--- config.mk ---
export PLATFORM = sky130hd
export DESIGN_NAME = rgb_rom_arbiter_flat
export DESIGN_NICKNAME = d
export VERILOG_FILES = /design/src/rtl/rgb_rom_arbiter_if.sv /design/src/rtl/rgb_rom_arbiter.sv /design/src/flat_wrapper.sv
export SDC_FILE = /design/constraint.sdc
export NUM_CORES = 1
export LEC_CHECK = 0
export CAP_MARGIN = 20
export CORE_AREA = 10 10 89 98
export DETAILED_ROUTE_END_ITERATION = 16
export DIE_AREA = 0 0 99 108
export PLACE_DENSITY_LB_ADDON = 0.2
export SLEW_MARGIN = 15
export SYNTH_ARGS = -nofsm -noshare
export SYNTH_HDL_FRONTEND = slang
export SYNTH_SLANG_ARGS = --single-unit
export TNS_END_PERCENT = 1
--- constraint.sdc ---
create_clock -name clk -period 1.2 [get_ports clk]
set_clock_uncertainty 0.05 [all_clocks]
set_input_delay 0.24 -clock clk [delete_from_list [all_inputs] [get_ports clk]]
set_output_delay 0.24 -clock clk [all_outputs]
set_load 0.01 [all_outputs]
--- src/rtl/rgb_rom_arbiter_if.sv ---
// Requester-side bundle for rgb_rom_arbiter: two independent lookup
// channels, each a valid/ready request carrying a colour index and a
// one-cycle response pulse carrying the 24-bit RGB word.
//   master : requester view (drives reqN_valid/reqN_colour)
//   slave  : arbiter view (drives reqN_ready, rspN_valid, rspN_rgb)
interface rgb_rom_arbiter_if #(
    parameter int ADDR_W = 3,
    parameter int DATA_W = 24
);
    logic              req0_valid;
    logic [ADDR_W-1:0] req0_colour;
    logic              req0_ready;
    logic              rsp0_valid;
    logic [DATA_W-1:0] rsp0_rgb;

    logic              req1_valid;
    logic [ADDR_W-1:0] req1_colour;
    logic              req1_ready;
    logic              rsp1_valid;
    logic [DATA_W-1:0] rsp1_rgb;

    modport master (
        output req0_valid, req0_colour, req1_valid, req1_colour,
        input  req0_ready, rsp0_valid, rsp0_rgb,
        input  req1_ready, rsp1_valid, rsp1_rgb
    );

    modport slave (
        input  req0_valid, req0_colour, req1_valid, req1_colour,
        output req0_ready, rsp0_valid, rsp0_rgb,
        output req1_ready, rsp1_valid, rsp1_rgb
    );
endinterface

--- src/rtl/rgb_rom_arbiter.sv ---
// rgb_rom_arbiter: shares one single-port colour ROM (registered output,
// ROM_LAT cycles of read latency) between two requesters with round-robin
// arbitration. One ROM read per cycle; each result comes back as a
// one-cycle pulse to the requester that issued it, in issue order.
// Ports:
//   clk, rst    : clock, synchronous active-high reset
//   en          : arbitration enable (in-flight reads still complete)
//   bus         : requester channels (slave modport of rgb_rom_arbiter_if)
//   rom_en      : ROM read enable, high in the grant cycle
//   rom_colour  : ROM address, granted colour or 0 when idle
//   rom_rgb     : ROM data out
//   busy        : high while any read is in flight
module rgb_rom_arbiter #(
    parameter int ADDR_W  = 3,
    parameter int DATA_W  = 24,
    parameter int ROM_LAT = 1
) (
    input  logic               clk,
    input  logic               rst,
    input  logic               en,
    rgb_rom_arbiter_if.slave   bus,
    output logic               rom_en,
    output logic [ADDR_W-1:0]  rom_colour,
    input  logic [DATA_W-1:0]  rom_rgb,
    output logic               busy
);
    logic              gnt_vld;
    logic              gnt_id;
    logic              last_grant_q, last_grant_d;

    // In-flight tracking: stage k holds the read accepted k+1 edges ago.
    // Stage ROM_LAT-1 lines up with valid rom_rgb; stage ROM_LAT is the
    // cycle in which the response pulse is on the outputs.
    logic [ROM_LAT:0]  vld_pipe_q, vld_pipe_d;
    logic [ROM_LAT:0]  id_pipe_q,  id_pipe_d;

    logic              rsp0_valid_q, rsp0_valid_d;
    logic              rsp1_valid_q, rsp1_valid_d;
    logic [DATA_W-1:0] rsp0_rgb_q,   rsp0_rgb_d;
    logic [DATA_W-1:0] rsp1_rgb_q,   rsp1_rgb_d;

    // Grant: sole requester wins; on contention the one not granted last.
    always_comb begin
        gnt_vld = 1'b0;
        gnt_id  = 1'b0;
        if (!rst && en) begin
            case ({bus.req1_valid, bus.req0_valid})
                2'b01: begin
                    gnt_vld = 1'b1;
                    gnt_id  = 1'b0;
                end
                2'b10: begin
                    gnt_vld = 1'b1;
                    gnt_id  = 1'b1;
                end
                2'b11: begin
                    gnt_vld = 1'b1;
                    gnt_id  = ~last_grant_q;
                end
                default: begin
                    gnt_vld = 1'b0;
                    gnt_id  = 1'b0;
                end
            endcase
        end
    end

    assign bus.req0_ready = gnt_vld & ~gnt_id;
    assign bus.req1_ready = gnt_vld &  gnt_id;
    assign rom_en         = gnt_vld;
    assign rom_colour     = !gnt_vld ? '0 :
                            (gnt_id ? bus.req1_colour : bus.req0_colour);

    always_comb begin
        last_grant_d = gnt_vld ? gnt_id : last_grant_q;
        vld_pipe_d   = {vld_pipe_q[ROM_LAT-1:0], gnt_vld};
        id_pipe_d    = {id_pipe_q[ROM_LAT-1:0],  gnt_id};
        // rom_rgb is valid now for the read sitting in stage ROM_LAT-1.
        rsp0_valid_d = vld_pipe_q[ROM_LAT-1] & ~id_pipe_q[ROM_LAT-1];
        rsp1_valid_d = vld_pipe_q[ROM_LAT-1] &  id_pipe_q[ROM_LAT-1];
        rsp0_rgb_d   = rsp0_valid_d ? rom_rgb : rsp0_rgb_q;
        rsp1_rgb_d   = rsp1_valid_d ? rom_rgb : rsp1_rgb_q;
    end

    always_ff @(posedge clk) begin
        if (rst) begin
            last_grant_q <= 1'b1;
            vld_pipe_q   <= '0;
            id_pipe_q    <= '0;
            rsp0_valid_q <= 1'b0;
            rsp1_valid_q <= 1'b0;
            rsp0_rgb_q   <= '0;
            rsp1_rgb_q   <= '0;
        end else begin
            last_grant_q <= last_grant_d;
            vld_pipe_q   <= vld_pipe_d;
            id_pipe_q    <= id_pipe_d;
            rsp0_valid_q <= rsp0_valid_d;
            rsp1_valid_q <= rsp1_valid_d;
            rsp0_rgb_q   <= rsp0_rgb_d;
            rsp1_rgb_q   <= rsp1_rgb_d;
        end
    end

    assign bus.rsp0_valid = rsp0_valid_q;
    assign bus.rsp1_valid = rsp1_valid_q;
    assign bus.rsp0_rgb   = rsp0_rgb_q;
    assign bus.rsp1_rgb   = rsp1_rgb_q;
    assign busy           = |vld_pipe_q;
endmodule

--- src/flat_wrapper.sv ---
// flat-port wrapper written by rule: the top's interface ports become plain ports
module rgb_rom_arbiter_flat 
#(
    parameter int ADDR_W  = 3,
    parameter int DATA_W  = 24,
    parameter int ROM_LAT = 1
)
  (clk, rst, en, rom_en, rom_colour, rom_rgb, busy, bus_req0_valid, bus_req0_colour, bus_req1_valid, bus_req1_colour, bus_req0_ready, bus_rsp0_valid, bus_rsp0_rgb, bus_req1_ready, bus_rsp1_valid, bus_rsp1_rgb);
  rgb_rom_arbiter_if #(.ADDR_W(ADDR_W), .DATA_W(DATA_W)) bus_i ();
  input  logic clk;
  input  logic rst;
  input  logic en;
  output logic rom_en;
  output logic [ADDR_W-1:0] rom_colour;
  input  logic [DATA_W-1:0] rom_rgb;
  output logic busy;
  input wire logic [$bits(bus_i.req0_valid)-1:0] bus_req0_valid;
  input wire logic [$bits(bus_i.req0_colour)-1:0] bus_req0_colour;
  input wire logic [$bits(bus_i.req1_valid)-1:0] bus_req1_valid;
  input wire logic [$bits(bus_i.req1_colour)-1:0] bus_req1_colour;
  output wire logic [$bits(bus_i.req0_ready)-1:0] bus_req0_ready;
  output wire logic [$bits(bus_i.rsp0_valid)-1:0] bus_rsp0_valid;
  output wire logic [$bits(bus_i.rsp0_rgb)-1:0] bus_rsp0_rgb;
  output wire logic [$bits(bus_i.req1_ready)-1:0] bus_req1_ready;
  output wire logic [$bits(bus_i.rsp1_valid)-1:0] bus_rsp1_valid;
  output wire logic [$bits(bus_i.rsp1_rgb)-1:0] bus_rsp1_rgb;
  assign bus_i.req0_valid = bus_req0_valid;
  assign bus_i.req0_colour = bus_req0_colour;
  assign bus_i.req1_valid = bus_req1_valid;
  assign bus_i.req1_colour = bus_req1_colour;
  assign bus_req0_ready = bus_i.req0_ready;
  assign bus_rsp0_valid = bus_i.rsp0_valid;
  assign bus_rsp0_rgb = bus_i.rsp0_rgb;
  assign bus_req1_ready = bus_i.req1_ready;
  assign bus_rsp1_valid = bus_i.rsp1_valid;
  assign bus_rsp1_rgb = bus_i.rsp1_rgb;
  rgb_rom_arbiter #(.ADDR_W(ADDR_W), .DATA_W(DATA_W), .ROM_LAT(ROM_LAT)) u_core (.clk(clk), .rst(rst), .en(en), .bus(bus_i), .rom_en(rom_en), .rom_colour(rom_colour), .rom_rgb(rom_rgb), .busy(busy));
endmodule
==> out/results.tsv <==
stage	metric	value	unit
floorplan	io_pins	92	
placed_design	place_ws	-840	ps
sta	hold_viol	0	
global_route	use_met3	5.04	%
layout	fillers	726	
yosys	synth_cells	243	
layout	fin_cells	423	
floorplan	fp.dieH	108	um
clocking	cts_root_buf	clkbuf_8	
yosys	synth_simple_gate_area_share	23.9	%
clocking	cts_sinks	54	
layout	layout-drive-gt1-share	30.8	%
routing	vias	1876	
yosys	dominantRegCellSynth	dfxtp_1	
routing	antenna_left	0	
yosys	synthArstFlopShare	0	%
sta	setup_viol	6	
yosys	yosys_warnings	0	
yosys	synth_top_area_share	55.0	%
yosys	avgSynthCellArea	8.09	sq um
yosys	synth.cell_area	0.00197	sq mm
yosys	synth_mux_area_share	0	%
pwr	power_frac_comb	12.8	%
clocking	cts_max_path_buffers	2	
pwr	total_power	3.31	mW
pwr	switching_share	23.6	%
yosys	synth_adder_area_share	0	%
worst_setup_path	start_kind	flip-flop	
pwr	p_int	2.53	mW
routing	drcViolationCount	0	
pwr	pwr-share-clk	30.8	%
sta	slew_viol_final	0	
yosys	synth.top_cells.by_count	nand2_1, dfxtp_1, a21oi_1, nor2_1, buf_6	
clocking	numCtsBuffers	5	
worst_hold_path	worstHoldPathType	input pin to flip-flop	
yosys	synth_edf_count	0	
global_route	antenna_found_initial	0	
layout	seq_area	0.00111	sq mm
global_route	grt_remaining_overflow	0	
clocking	clk_pin_slew	90	ps
pwr	leakagePower	1.18	nW
job	maxCapViolations	0	
clocking	cts_tree	yes	
global_route	grtUsageMet1	12.5	%
routing	wire_per_inst	14.3	um
sta	max_freq	0.672	GHz
yosys	synth_xor_area_share	0	%
yosys	synth_nets	278	
floorplan	core	0.00685	sq mm
global_route	grt_pass1_vias	1939	
placed_design	placedCellCount	416	
sta	finalCriticalPeriod	1490	ps
pwr	sequentialPowerShare	56.3	%
global_route	track_usage	11.3	%
yosys	yosys.cell_count.top_type	nand2_1	
placed_design	io_buffer_count	91	
outcome	failed_checks	setup timing	
layout	diodes	0	
worst_setup_path	required	910	ps
pwr	ir_worst_vdd	0.446	mV
placed_design	gp_congestion	0.721	
layout	syn2layout_area_growth	50.9	%
clocking	clock_latency	290	ps
floorplan	start_util	28.7	%
worst_setup_path	path_max_fanout	4	
floorplan	die_area	0.0107	sq mm
yosys	yosys.area.top_type	dfxtp_1	
sta	fin_crit_sh	124	%
yosys	synth_compound_area_share	14.5	%
global_route	grt_busiest_layer	met2	
layout	multi_input_area	813	sq um
worst_setup_path	worstSetupPathType	flip-flop to output port	
pwr	power.density	1120	mW/mm^2
worst_setup_path	cp-end-kind	output port	
outcome	status	finished, violations left	
floorplan	dieWidth	99	um
sta	whs	351	ps
yosys	yosysSeqAreaShare	55.0	%
layout	fin_nets	372	
yosys	synth_area_leaders	dfxtp_1, nand2_1, a21oi_1, buf_6, nor2b_1	
routing	via_per_inst	4.43	
yosys	synth.distinct_cells	15	
sta	maxSlewHeadroom	64.5	%
pwr	power.net_switching	0.780	mW
placed_design	post-dp-hpwl	4470	um
global_route	grt_max_degree	51	
sta	worst_slack	-288	ps
global_route	use_met2	19.1	%
routing	wl	6070	um
routing	dr.first_iter.drc_count	31	
sta	rsz0062_at_grt	true	
floorplan	rows	32	
global_route	grt_pass1_wl	9950	um
sta	worst-slew-pin-transition	532	ps
clocking	h-tree-depth	2	
yosys	synth_top_family_by_area	simple AND/OR/NAND/NOR gates	
clocking	ctsHoldBuffers	0	
routing	firstDrtPassIters	4	
yosys	ys_seq_elements	54	
worst_setup_path	arrival	1200	ps
## final timing paths
path / startpoint / to / slack (ps) / cells past startpoint
min: rst / u_core.id_pipe_q[0] / 350 / 4
min reg2reg: u_core.bus.rsp0_rgb[4] / u_core.bus.rsp0_rgb[4] / 410 / 2
max: u_core.last_grant_q / rom_colour[1] / -290 / 4
max reg2reg: u_core.vld_pipe_q[0] / u_core.bus.rsp1_rgb[23] / 110 / 5
## metal layers
layer,vias up,share of wire (%)
li1,964,-
met1,857,40
met2,53,50
met3,2,8.6
met4,0,0.77
met5,-,0
## state kept, by name (all words and copies together) (netlist names)
register	cells
u_core.bus.rsp0_rgb	24
u_core.bus.rsp1_rgb	24
u_core.vld_pipe_q	2
u_core.bus.rsp0_valid	1
u_core.bus.rsp1_valid	1
u_core.id_pipe_q	1
u_core.last_grant_q	1
## final cells by class
| type | instances | area share, % |
|---|---|---|
| clock inverters | 1 | 0.169 |
| flip-flops and latches | 54 | 37.3 |
| repair buffers | 105 | 28.6 |
| clock buffers | 7 | 2.91 |
| well taps | 85 | 3.59 |
| multi-input cells | 171 | 27.4 |
## repair_timing
| item | CTS | global route |
|---|---|---|
| gates resized for setup | 161 | 65 |
| pin swaps | 3 | 0 |
| endpoints found under the setup margin | 57 | 103 |
| buffers inserted | 0 | 0 |
## placed cells by master, fill, tap and decap left out, drive strengths merged
master	count
nand2	98
dfxtp	54
a21oi	49
clkbuf	37
clkdlybuf4s50	30
buf	28
clkdlybuf4s15	15
nor2	7
nor2b	5
nand2b	3
a32oi	3
or2	2
dlygate4sd2	2
and2	2
a21boi	1
a31oi	1
clkinv	1
## critical path: stages (launching register included)
cell and delay, ps:
dfxtp_4 370, nand2b_4 160, a32oi_1 180, nor2_1 50
buf_2 130
## power groups by stage
stage	sequential, mW	combinational, mW	clock (mW)
final	1.87	0.425	1.02
after floorplan	1.92	0.151	0
after CTS	1.87	0.434	1.07
after global placement	1.91	0.445	0
after detailed placement	1.91	0.448	0
after global routing	1.87	0.468	1.15
## cells by family (layout without fill, tap and decap cells)
logic type / Yosys count / after routing
and+or+nand+nor: 117 / 117
AOI/OAI and AO/OA: 54 / 54
DFF: 54 / 54
buffers and inverters: 18 / 113
## per-stage QoR
step	utilization, %	cell area, sq um	TNS, ps
2_1_floorplan	-	1970	0
3_3_place_gp	43.3	2960	-5340
3_5_place_dp	43.3	2960	-5400
4_1_cts	45.0	3080	-1440
5_1_grt	43.3	2970	-1800
6_report	43.3	2970	-1380
Note: power is estimated with default switching activity, not from simulation.
